`config.mk`:
```
export PLATFORM = sky130hd
export DESIGN_NAME = l2_tlb_responder
export DESIGN_NICKNAME = d
export VERILOG_FILES = /design/src/rtl/l2_tlb_responder.sv
export SDC_FILE = /design/constraint.sdc
export NUM_CORES = 2
export LEC_CHECK = 0
export BUFFER_PORTS_ARGS = -buffer_cell sky130_fd_sc_hd__buf_2
export CELL_PAD_IN_SITES_DETAIL_PLACEMENT = 0
export CELL_PAD_IN_SITES_GLOBAL_PLACEMENT = 1
export CORE_MARGIN = 1.5
export CORE_UTILIZATION = 40
export DETAILED_ROUTE_END_ITERATION = 16
export HOLD_SLACK_MARGIN = 0.06
export PLACE_DENSITY_LB_ADDON = 0.1
export SYNTH_ARGS = -nofsm -noshare
export SYNTH_HDL_FRONTEND = slang
export SYNTH_SLANG_ARGS = --single-unit
```
`constraint.sdc`:
```
create_clock -name clock -period 3.5 [get_ports clock]
set_input_delay 0.875 -clock clock [delete_from_list [all_inputs] [get_ports clock]]
set_output_delay 0.875 -clock clock [all_outputs]
set_load 0.02 [all_outputs]
```
`src/rtl/l2_tlb_responder.sv`:
```
// Second-level TLB: fully-associative cache of leaf PTEs tagged by {asid, vpn}.
// Serves one L1 TLB miss at a time and forwards its own misses to the page table walker.
`timescale 1ns/1ps
module l2_tlb_responder #(
  parameter int ENTRIES = 16,
  parameter int IDX_W   = 4
) (
  input  logic        clock,
  input  logic        reset,
  output logic        io_l1tlb_req_ready,
  input  logic        io_l1tlb_req_valid,
  input  logic [26:0] io_l1tlb_req_bits_addr,
  input  logic [1:0]  io_l1tlb_req_bits_prv,
  input  logic        io_l1tlb_req_bits_pum,
  input  logic        io_l1tlb_req_bits_mxr,
  input  logic        io_l1tlb_req_bits_store,
  input  logic        io_l1tlb_req_bits_fetch,
  output logic        io_l1tlb_resp_valid,
  output logic [37:0] io_l1tlb_resp_bits_pte_ppn,
  output logic        io_l1tlb_resp_bits_pte_d,
  output logic        io_l1tlb_resp_bits_pte_a,
  output logic        io_l1tlb_resp_bits_pte_g,
  output logic        io_l1tlb_resp_bits_pte_u,
  output logic        io_l1tlb_resp_bits_pte_x,
  output logic        io_l1tlb_resp_bits_pte_w,
  output logic        io_l1tlb_resp_bits_pte_r,
  output logic        io_l1tlb_resp_bits_pte_v,
  output logic [15:0] io_l1tlb_resp_bits_pte_reserved_for_hardware,
  output logic [1:0]  io_l1tlb_resp_bits_pte_reserved_for_software,
  input  logic [6:0]  io_ptw_ptbr_asid,
  input  logic        io_ptw_invalidate,
  output logic        io_ptw_req_valid,
  input  logic        io_ptw_req_ready,
  output logic [26:0] io_ptw_req_bits_addr,
  output logic [1:0]  io_ptw_req_bits_prv,
  output logic        io_ptw_req_bits_pum,
  output logic        io_ptw_req_bits_mxr,
  output logic        io_ptw_req_bits_store,
  output logic        io_ptw_req_bits_fetch,
  input  logic        io_ptw_resp_valid,
  input  logic [37:0] io_ptw_resp_bits_pte_ppn,
  input  logic        io_ptw_resp_bits_pte_d,
  input  logic        io_ptw_resp_bits_pte_a,
  input  logic        io_ptw_resp_bits_pte_g,
  input  logic        io_ptw_resp_bits_pte_u,
  input  logic        io_ptw_resp_bits_pte_x,
  input  logic        io_ptw_resp_bits_pte_w,
  input  logic        io_ptw_resp_bits_pte_r,
  input  logic        io_ptw_resp_bits_pte_v,
  output logic [2:0]  dbg_state
);

  // Handshakes: a transfer happens on a rising edge where valid && ready are both high;
  // valid and its payload hold steady until that edge, and ready never depends on valid.

  typedef enum logic [2:0] {
    S_IDLE     = 3'd0,
    S_LOOKUP   = 3'd1,
    S_PTW_REQ  = 3'd2,
    S_PTW_WAIT = 3'd3,
    S_RESP     = 3'd4
  } state_t;

  state_t             state_q, state_d;
  logic [26:0]        r_addr_q, r_addr_d;
  logic [1:0]         r_prv_q, r_prv_d;
  logic               r_pum_q, r_pum_d;
  logic               r_mxr_q, r_mxr_d;
  logic               r_store_q, r_store_d;
  logic               r_fetch_q, r_fetch_d;
  logic [6:0]         r_asid_q, r_asid_d;
  logic [ENTRIES-1:0] valid_q, valid_d;
  logic [26:0]        tag_vpn_q [ENTRIES];
  logic [26:0]        tag_vpn_d [ENTRIES];
  logic [6:0]         tag_asid_q [ENTRIES];
  logic [6:0]         tag_asid_d [ENTRIES];
  logic [37:0]        ent_ppn_q [ENTRIES];
  logic [37:0]        ent_ppn_d [ENTRIES];
  // Flag byte order is {d,a,g,u,x,w,r,v}; bit 5 doubles as the global tag bit.
  logic [7:0]         ent_flags_q [ENTRIES];
  logic [7:0]         ent_flags_d [ENTRIES];
  logic [37:0]        resp_ppn_q, resp_ppn_d;
  logic [7:0]         resp_flags_q, resp_flags_d;
  logic [IDX_W-1:0]   repl_ptr_q, repl_ptr_d;
  logic               inv_pending_q, inv_pending_d;

  logic               hit;
  logic [IDX_W-1:0]   hit_idx;
  logic               has_free;
  logic [IDX_W-1:0]   free_idx;
  logic [IDX_W-1:0]   fill_idx;
  logic               fill_ok;
  logic [7:0]         ptw_flags;

  assign ptw_flags = {io_ptw_resp_bits_pte_d, io_ptw_resp_bits_pte_a,
                      io_ptw_resp_bits_pte_g, io_ptw_resp_bits_pte_u,
                      io_ptw_resp_bits_pte_x, io_ptw_resp_bits_pte_w,
                      io_ptw_resp_bits_pte_r, io_ptw_resp_bits_pte_v};

  // Descending scans so the lowest matching / free index is the one left standing.
  always_comb begin
    hit      = 1'b0;
    hit_idx  = '0;
    has_free = 1'b0;
    free_idx = '0;
    for (int i = ENTRIES - 1; i >= 0; i--) begin
      if (valid_q[i] && tag_vpn_q[i] == r_addr_q &&
          (ent_flags_q[i][5] || tag_asid_q[i] == r_asid_q)) begin
        hit     = 1'b1;
        hit_idx = IDX_W'(i);
      end
      if (!valid_q[i]) begin
        has_free = 1'b1;
        free_idx = IDX_W'(i);
      end
    end
  end

  always_comb begin
    state_d       = state_q;
    r_addr_d      = r_addr_q;
    r_prv_d       = r_prv_q;
    r_pum_d       = r_pum_q;
    r_mxr_d       = r_mxr_q;
    r_store_d     = r_store_q;
    r_fetch_d     = r_fetch_q;
    r_asid_d      = r_asid_q;
    valid_d       = valid_q;
    tag_vpn_d     = tag_vpn_q;
    tag_asid_d    = tag_asid_q;
    ent_ppn_d     = ent_ppn_q;
    ent_flags_d   = ent_flags_q;
    resp_ppn_d    = resp_ppn_q;
    resp_flags_d  = resp_flags_q;
    repl_ptr_d    = repl_ptr_q;
    inv_pending_d = inv_pending_q;
    fill_ok  = io_ptw_resp_bits_pte_v && (io_ptw_resp_bits_pte_r || io_ptw_resp_bits_pte_x) &&
               !inv_pending_q && !io_ptw_invalidate;
    fill_idx = has_free ? free_idx : repl_ptr_q;

    case (state_q)
      S_IDLE: begin
        if (io_l1tlb_req_valid) begin
          r_addr_d  = io_l1tlb_req_bits_addr;
          r_prv_d   = io_l1tlb_req_bits_prv;
          r_pum_d   = io_l1tlb_req_bits_pum;
          r_mxr_d   = io_l1tlb_req_bits_mxr;
          r_store_d = io_l1tlb_req_bits_store;
          r_fetch_d = io_l1tlb_req_bits_fetch;
          r_asid_d  = io_ptw_ptbr_asid;
          state_d   = S_LOOKUP;
        end
      end
      S_LOOKUP: begin
        if (hit && !io_ptw_invalidate) begin
          resp_ppn_d   = ent_ppn_q[hit_idx];
          resp_flags_d = ent_flags_q[hit_idx];
          state_d      = S_RESP;
        end else begin
          state_d = S_PTW_REQ;
        end
      end
      S_PTW_REQ: begin
        if (io_ptw_req_ready) state_d = S_PTW_WAIT;
      end
      S_PTW_WAIT: begin
        if (io_ptw_resp_valid) begin
          resp_ppn_d   = io_ptw_resp_bits_pte_ppn;
          resp_flags_d = ptw_flags;
          state_d      = S_RESP;
          if (fill_ok) begin
            valid_d[fill_idx]     = 1'b1;
            tag_vpn_d[fill_idx]   = r_addr_q;
            tag_asid_d[fill_idx]  = r_asid_q;
            ent_ppn_d[fill_idx]   = io_ptw_resp_bits_pte_ppn;
            ent_flags_d[fill_idx] = ptw_flags;
            if (!has_free) repl_ptr_d = repl_ptr_q + IDX_W'(1);
          end
        end
      end
      S_RESP: begin
        state_d       = S_IDLE;
        inv_pending_d = 1'b0;
      end
      default: state_d = S_IDLE;
    endcase

    // Flush wins over any fill computed above; a walk in flight is marked stale.
    if (io_ptw_invalidate) begin
      valid_d = '0;
      if (state_q == S_PTW_REQ || state_q == S_PTW_WAIT) inv_pending_d = 1'b1;
    end
  end

  always_ff @(posedge clock or negedge reset) begin
    if (!reset) begin
      state_q       <= S_IDLE;
      r_addr_q      <= '0;
      r_prv_q       <= '0;
      r_pum_q       <= 1'b0;
      r_mxr_q       <= 1'b0;
      r_store_q     <= 1'b0;
      r_fetch_q     <= 1'b0;
      r_asid_q      <= '0;
      valid_q       <= '0;
      resp_ppn_q    <= '0;
      resp_flags_q  <= '0;
      repl_ptr_q    <= '0;
      inv_pending_q <= 1'b0;
      for (int i = 0; i < ENTRIES; i++) begin
        tag_vpn_q[i]   <= '0;
        tag_asid_q[i]  <= '0;
        ent_ppn_q[i]   <= '0;
        ent_flags_q[i] <= '0;
      end
    end else begin
      state_q       <= state_d;
      r_addr_q      <= r_addr_d;
      r_prv_q       <= r_prv_d;
      r_pum_q       <= r_pum_d;
      r_mxr_q       <= r_mxr_d;
      r_store_q     <= r_store_d;
      r_fetch_q     <= r_fetch_d;
      r_asid_q      <= r_asid_d;
      valid_q       <= valid_d;
      resp_ppn_q    <= resp_ppn_d;
      resp_flags_q  <= resp_flags_d;
      repl_ptr_q    <= repl_ptr_d;
      inv_pending_q <= inv_pending_d;
      tag_vpn_q     <= tag_vpn_d;
      tag_asid_q    <= tag_asid_d;
      ent_ppn_q     <= ent_ppn_d;
      ent_flags_q   <= ent_flags_d;
    end
  end

  assign io_l1tlb_req_ready  = (state_q == S_IDLE);
  assign io_l1tlb_resp_valid = (state_q == S_RESP);
  assign io_l1tlb_resp_bits_pte_ppn = resp_ppn_q;
  assign io_l1tlb_resp_bits_pte_d   = resp_flags_q[7];
  assign io_l1tlb_resp_bits_pte_a   = resp_flags_q[6];
  assign io_l1tlb_resp_bits_pte_g   = resp_flags_q[5];
  assign io_l1tlb_resp_bits_pte_u   = resp_flags_q[4];
  assign io_l1tlb_resp_bits_pte_x   = resp_flags_q[3];
  assign io_l1tlb_resp_bits_pte_w   = resp_flags_q[2];
  assign io_l1tlb_resp_bits_pte_r   = resp_flags_q[1];
  assign io_l1tlb_resp_bits_pte_v   = resp_flags_q[0];
  assign io_l1tlb_resp_bits_pte_reserved_for_hardware = '0;
  assign io_l1tlb_resp_bits_pte_reserved_for_software = '0;
  assign io_ptw_req_valid      = (state_q == S_PTW_REQ);
  assign io_ptw_req_bits_addr  = r_addr_q;
  assign io_ptw_req_bits_prv   = r_prv_q;
  assign io_ptw_req_bits_pum   = r_pum_q;
  assign io_ptw_req_bits_mxr   = r_mxr_q;
  assign io_ptw_req_bits_store = r_store_q;
  assign io_ptw_req_bits_fetch = r_fetch_q;
  assign dbg_state             = state_q;

endmodule
```
* Word-level counts from Yosys, hierarchy flattened
Index checks and enable logic that the tools add are counted.
** Operators by class
- Shift operators :: 0
- Eq/ne operators :: 40
- Magnitude comparators :: 5
- $add $sub $neg :: 1
- Multiply operators :: 0
- Div/mod/pow operators :: 0
- Reduce and logical (&&, ||, !) cells :: 69
- Bitwise gates (word level) :: 4
- Multiplexer cells :: 103
** Operators by type and width (number)
- bitwise mux 608 bit :: 1
- bitwise mux 432 bit :: 1
- equality test 27 bit :: 16
- 2-to-1 mux 38 bit :: 5
- binary-select mux 38 bit (select 4 bit) :: 1
- demux 38 bit (select 4 bit) :: 1
- 2-to-1 mux 4 bit :: 33
- bitwise mux 128 bit :: 1
- bitwise mux 112 bit :: 1
- equality test 7 bit :: 16
- demux 27 bit (select 4 bit) :: 1
- one-hot mux 38 bit (2 select lines) :: 1
- 2-to-1 mux 16 bit :: 4
- 2-to-1 mux 8 bit :: 5
- logical AND 1 bit :: 38
- 2-to-1 mux 1 bit :: 36
- binary-select mux 8 bit (select 4 bit) :: 1
- demux 8 bit (select 4 bit) :: 1
- demux 7 bit (select 4 bit) :: 1
- 2-to-1 mux 27 bit :: 1
- logical OR 1 bit :: 18
- OR 16 bit :: 1
- one-hot mux 8 bit (2 select lines) :: 1
- 2-to-1 mux 3 bit :: 4
- 21 further kinds :: 33
** Storage, ports and cells
- RAM bits :: 0
- Register bits :: 1390
- Memories :: 0
- Bits in latches :: 0
- ROM bits :: 0
- Bits of input ports :: 92
- Output and inout bits :: 103

* Longest topological paths before layout
- Depth in word-level cells :: 26
- Mapped depth :: 16
- Mapped depth without buffers :: 11

* Worst setup path after synthesis
OpenSTA, ideal clock, no wires.
- Path kind :: register to register
- From :: register r_addr_q[24], in the netlist io_ptw_req_bits_addr[24]
- To :: register resp_ppn_q[36], in the netlist io_l1tlb_resp_bits_pte_ppn[36]
- Arrival :: 3137 ps
- Library setup time :: 130 ps
- Cell stages (with the launch flop) :: 15
- Buffers on the path :: 4
- Setup slack :: 233 ps
- Clock period less this slack :: 3267 ps
- Cells stage by stage :: dfrtp_1 buf_2 buf_2 buf_2 xnor2_1 nand4_1 nor4_1 o211ai_1 o31a_2 a21oi_4 buf_4 mux2i_1 a211oi_1 a2111oi_2 a21oi_1
** Between the ends
- Longest elaborated chain between the ends :: 25
- Elaborated cells on any way between the ends :: 89
- Classes of those cells :: eq/ne (17); mux (37); bitwise (1); reduce/logical (34)
** RTL lines
- start, declared :: line 65 : logic [26:0] r_addr_q, r_addr_d;
- start signal, assigned :: line 218 : r_addr_q <= r_addr_d;
- equality test 27 bit :: line 107 : if (valid_q[i] && tag_vpn_q[i] == r_addr_q &&
- logical AND 1 bit (2 in a row) :: line 107
- 2-to-1 mux 4 bit (16 in a row) :: line 107
- inverter 4 -> 5 bit (not written as such) :: line 156 : resp_ppn_d = ent_ppn_q[hit_idx];
- binary-select mux 38 bit (select 4 bit) :: line 156
- 2-to-1 mux 38 bit (not written as such) (2 in a row) :: line 156
- 2-to-1 mux 38 bit :: line 155 : if (hit && !io_ptw_invalidate) begin
- one-hot mux 38 bit (2 select lines) :: line 141 : case (state_q)
- end signal, assigned :: line 226 : resp_ppn_q <= resp_ppn_d;
- end, declared :: line 82 : logic [37:0] resp_ppn_q, resp_ppn_d;
Several ways; a longest one is shown, not always the timed one. The select of a mux whose other input is x is not followed.
A chain may end at the register's enable or synchronous reset.

* Worst setup path after layout
- From :: register r_addr_q[3], in the netlist io_ptw_req_bits_addr[3]
- To :: register resp_ppn_q[12], in the netlist io_l1tlb_resp_bits_pte_ppn[12]
The elaborated chain is that of the path after synthesis.

==> results.md <==
- Bufs and invs on worst path: 8
- Yosys warning total: 0
- Seq pwr share: 35.9%
- Sw Pwr: 15.8 mW
- Hpwl dp: 124 mm
- Nets: 5778
- Worst EP arrival: 4.39 ns
- Die ar.: 166000 µm²
- Synth Register Bits: 1390
- Top_reg_cell synth: dfrtp_1
- Failing checks: setup timing
- Grt ovf: 0
- Max clock buf depth: 3
- Hold Path Stages: 3
- Largest net degree at the start of global routing: 105
- WP depth: 19
- Max frequency: 268 MHz
- Input/output buffers: 176
- Post-synthesis mux area share: 27.2%
- TritonCTS Buffers: 161
- CTS root buffer: clkbuf_16
- R2r worst-path depth: 19
- Switching Fraction: 32.5%
- Worst Tran Pin Value: 0.970 ns
- Clock-pin slew on the worst setup and hold paths: 0.06 ns
- Minimum clock period: 3.73 ns
- Most used cell, CP: buf_4
- Final hold violations: 0
- Hold crit path type: input pin to register
- FF/Latch Area: 34800 µm²
- Pins Over Slew Limit: 0
- FF-to-FF Start: io_ptw_req_bits_addr[3]
- Synth Instances: 5100
- Setup Crit Path Kind: register to register
- Mapped Area: 65500 µm²
- Family with the most delay on the worst path: buffers and inverters
- GR Util All Layers: 23.8%
- GP Congestion: 0.781
- Adder-Cell Fraction of Synth Area: 0.0191%
- Die width: 408 µm
- Crit end category: register
- RSZ-0062 raised after global routing: yes
- Sink Count: 1390
- Simple logic cell fraction of the synthesized area: 4.53%
- H-Tree Depth: 4
- Hold endpoint: io_ptw_req_bits_addr[5]
- Worst slew margin: 35.3%
- Async S/R FF share, synth: 100%
- Status: finished, violations left
- Worst R2R End: io_l1tlb_resp_bits_pte_ppn[12]
- Met1 wire length: 95.3 mm
- Area occupied by multi-input gates: 29900 µm²
- Clock power frac: 34.4%
- Post-synthesis compound-gate area fraction: 4.36%
- Period utilization: 107%
- Metal3 WL: 8.27 mm
- Max cap viols: 0
- Leak pwr: 40.5 nW
- Crit-path max cell delay: 0.39 ns
- Routed WL: 200 mm
- Crit-path cells: buf_6 > buf_4 > xnor2_1 > nand4_1 > nor4_1 > buf_4 > o2111ai_1 > buf_4 > nand4_1 > nand2b_4 > buf_4 > o211ai_1 > a21oi_4 > buf_12 > buf_8 > buf_4 > o211ai_1 > a21oi_2 > a21oi_2
- First-pass GRT wire length: 296 mm
- Min-Delay Startpoint: io_l1tlb_req_bits_addr[5]
- Routed length per instance: 25.0 µm
- CP Max Fanout: 25
- Req. time, crit path: 4.16 ns
- I/O Pins: 195
- Row count: 148
- CTS tree: done
- Worst VDD drop: 669 µV
- Logic pwr share: 29.6%
- Flop-to-flop setup slack: -0.23 ns
- Die height: 408 µm
- DRC errors left: 0
- Post-synthesis sequential area ratio: 53.1%
- Setup ws final: -0.235 ns
- Distinct cells, synth: 67
- Vias in the first global route: 44000
- Most frequent cells in the layout: dfrtp_1 (1364), mux2_2 (1330), buf_4 (378)
- Internal power: 32.9 mW
- Core area: 163000 µm²
- Final Skew: 0.0309 ns
- Uppermost layer routed: met5
- Starting density of the core: 40.3%
- XOR/XNOR Fraction of Synth Area: 7.19%
- Final setup fails: 46
- Later-pin clock latency in the skew report: 0.80 ns
- DRT antenna net count: 0
- Most common cell after layout, fill and taps aside: dfrtp_1
- # fillers: 14500
- Initial antenna violation count: 10
- Slowest cell on crit path: dfrtp_2
- Synthesis-to-finish area growth: 25.7%
- Pwr Density: 593 nW/µm²
- WL met2: 90.3 mm
- Largest family of logic cells by synthesized area: multiplexers
- Syn_area_per_cell: 12.8 µm²
- DR vias/cell: 5.31
- Layout cells sized above 1: 46.2%
- TNS Setup: -7.52 ns
- Startpoint types: register
- Number of synthesized flops with an enable pin: 0
- Total number of vias: 42400
- TritonRoute pass-1 iters: 5
- Final core occ: 50.6%
- Initial DRC Count: 2522
==> what timing repair did <==
item	4_1_cts	5_1_grt
resized for setup	235	163
endpoints found under the setup margin	286	171
buffers inserted	92	38
hold buffers	1	0
pin swaps	108	80
cloned	17	16
hold endpoints to repair	27	0
==> cell families after synthesis <==
| family | Yosys count |
|---|---|
| and+or+nand+nor | 622 |
| adders and majority gates | 1 |
| AOI/OAI and AO/OA | 457 |
| xor gates and xnor gates | 537 |
| buffers and inverters | 479 |
| DFF | 1390 |
| other | 1 |
| muxes | 1613 |
==> power by group through the flow <==
stage                     Combinational (mW)  Clock, mW  Sequential, mW
after floorplan                         6.43          0            17.9
after global placement                  12.7          0            17.9
final                                   14.5       16.8            17.5
after global routing                    15.5       17.9            17.6
after CTS                               13.8       17.3            17.5
after detailed placement                12.7          0            17.9
==> metal layers <==
layer	vias up	track usage, %
met4	6	6.85
met3	289	4.17
li1	19200	-
met5	-	0
met2	766	36.8
met1	22200	34.1
==> sequential cells by signal (all words and copies together) (netlist names), 2 cells and up <==
signal,flops
ent_ppn_q,608
tag_vpn_q,432
ent_flags_q,128
tag_asid_q,112
io_l1tlb_resp_bits_pte_ppn,38
io_ptw_req_bits_addr,27
valid_q,16
resp_flags_q,8
r_asid_q,7
repl_ptr_q,4
dbg_state,3
io_ptw_req_bits_prv,2
==> worst min-delay path: stages <==
cell	delay, ns
buf_2	0.08
nand2_1	0.03
o21ai_0	0.05
==> cell usage after synthesis, drive strengths merged (5+ instances only) <==
| cell | count | area share (%) |
|---|---|---|
| and3 | 7 | 0.067 |
| o2111ai | 6 | 0.080 |
| dfrtp | 1390 | 53 |
| buf | 202 | 1.9 |
| o211ai | 51 | 0.59 |
| mux2 | 1342 | 23 |
| mux2i | 271 | 4.1 |
| nor2b | 5 | 0.048 |
| a41oi | 9 | 0.12 |
| nor2 | 120 | 0.69 |
| o21ai | 73 | 0.56 |
| a21o | 8 | 0.092 |
| nand2b | 17 | 0.16 |
| nand2 | 246 | 1.4 |
| nand4 | 92 | 0.88 |
| and2 | 8 | 0.076 |
| nor4 | 62 | 0.59 |
| o22ai | 91 | 0.87 |
| a2111oi | 8 | 0.13 |
| xnor2 | 338 | 4.5 |
| a21oi | 139 | 1.1 |
| nand3 | 14 | 0.11 |
| nor3 | 25 | 0.20 |
| clkbuf | 251 | 1.5 |
| or2 | 12 | 0.11 |
| a211oi | 5 | 0.057 |
| a31oi | 46 | 0.45 |
| inv | 26 | 0.15 |
| xor2 | 199 | 2.7 |
==> per-stage QoR <==
stage          setup WS [ns]  power, mW  instances  hold slack, ns  cell area (µm²)
2_1_floorplan          0.233       24.3       5117           0.434            65500
6_report              -0.235       48.8       7983           0.293            82300
5_1_grt               -0.417       51.0       7982           0.271            82300
4_1_cts               -0.216       48.6       7933           0.231            80800
3_3_place_gp          -0.850       30.6       7549           0.449            73100
3_5_place_dp          -0.825       30.6       7549           0.452            73100
==> how the worst max path moves through the flow <==
stage,from,endpoint
final,io_ptw_req_bits_addr[3],io_l1tlb_resp_bits_pte_ppn[12]
after global routing,io_ptw_req_bits_addr[1],io_l1tlb_resp_bits_pte_ppn[11]
after CTS,io_ptw_req_bits_addr[10],io_l1tlb_resp_bits_pte_ppn[15]
after detailed placement,io_ptw_req_bits_addr[5],io_l1tlb_resp_bits_pte_ppn[9]
after global placement,io_ptw_req_bits_addr[5],io_l1tlb_resp_bits_pte_ppn[9]
after floorplan,io_ptw_req_bits_addr[24],io_l1tlb_resp_bits_pte_ppn[36]
==> cell type report <==
type,count,area share (%)
timing repair buffer,858,11.5
tap,2175,3.31
clock buffer,245,5.78
clock inverter,38,0.627
inverter,26,0.119
antenna,3,0.00913
multi-input combinational,3248,36.3
sequential,1390,42.3
Power figures use the tool's default switching activity.
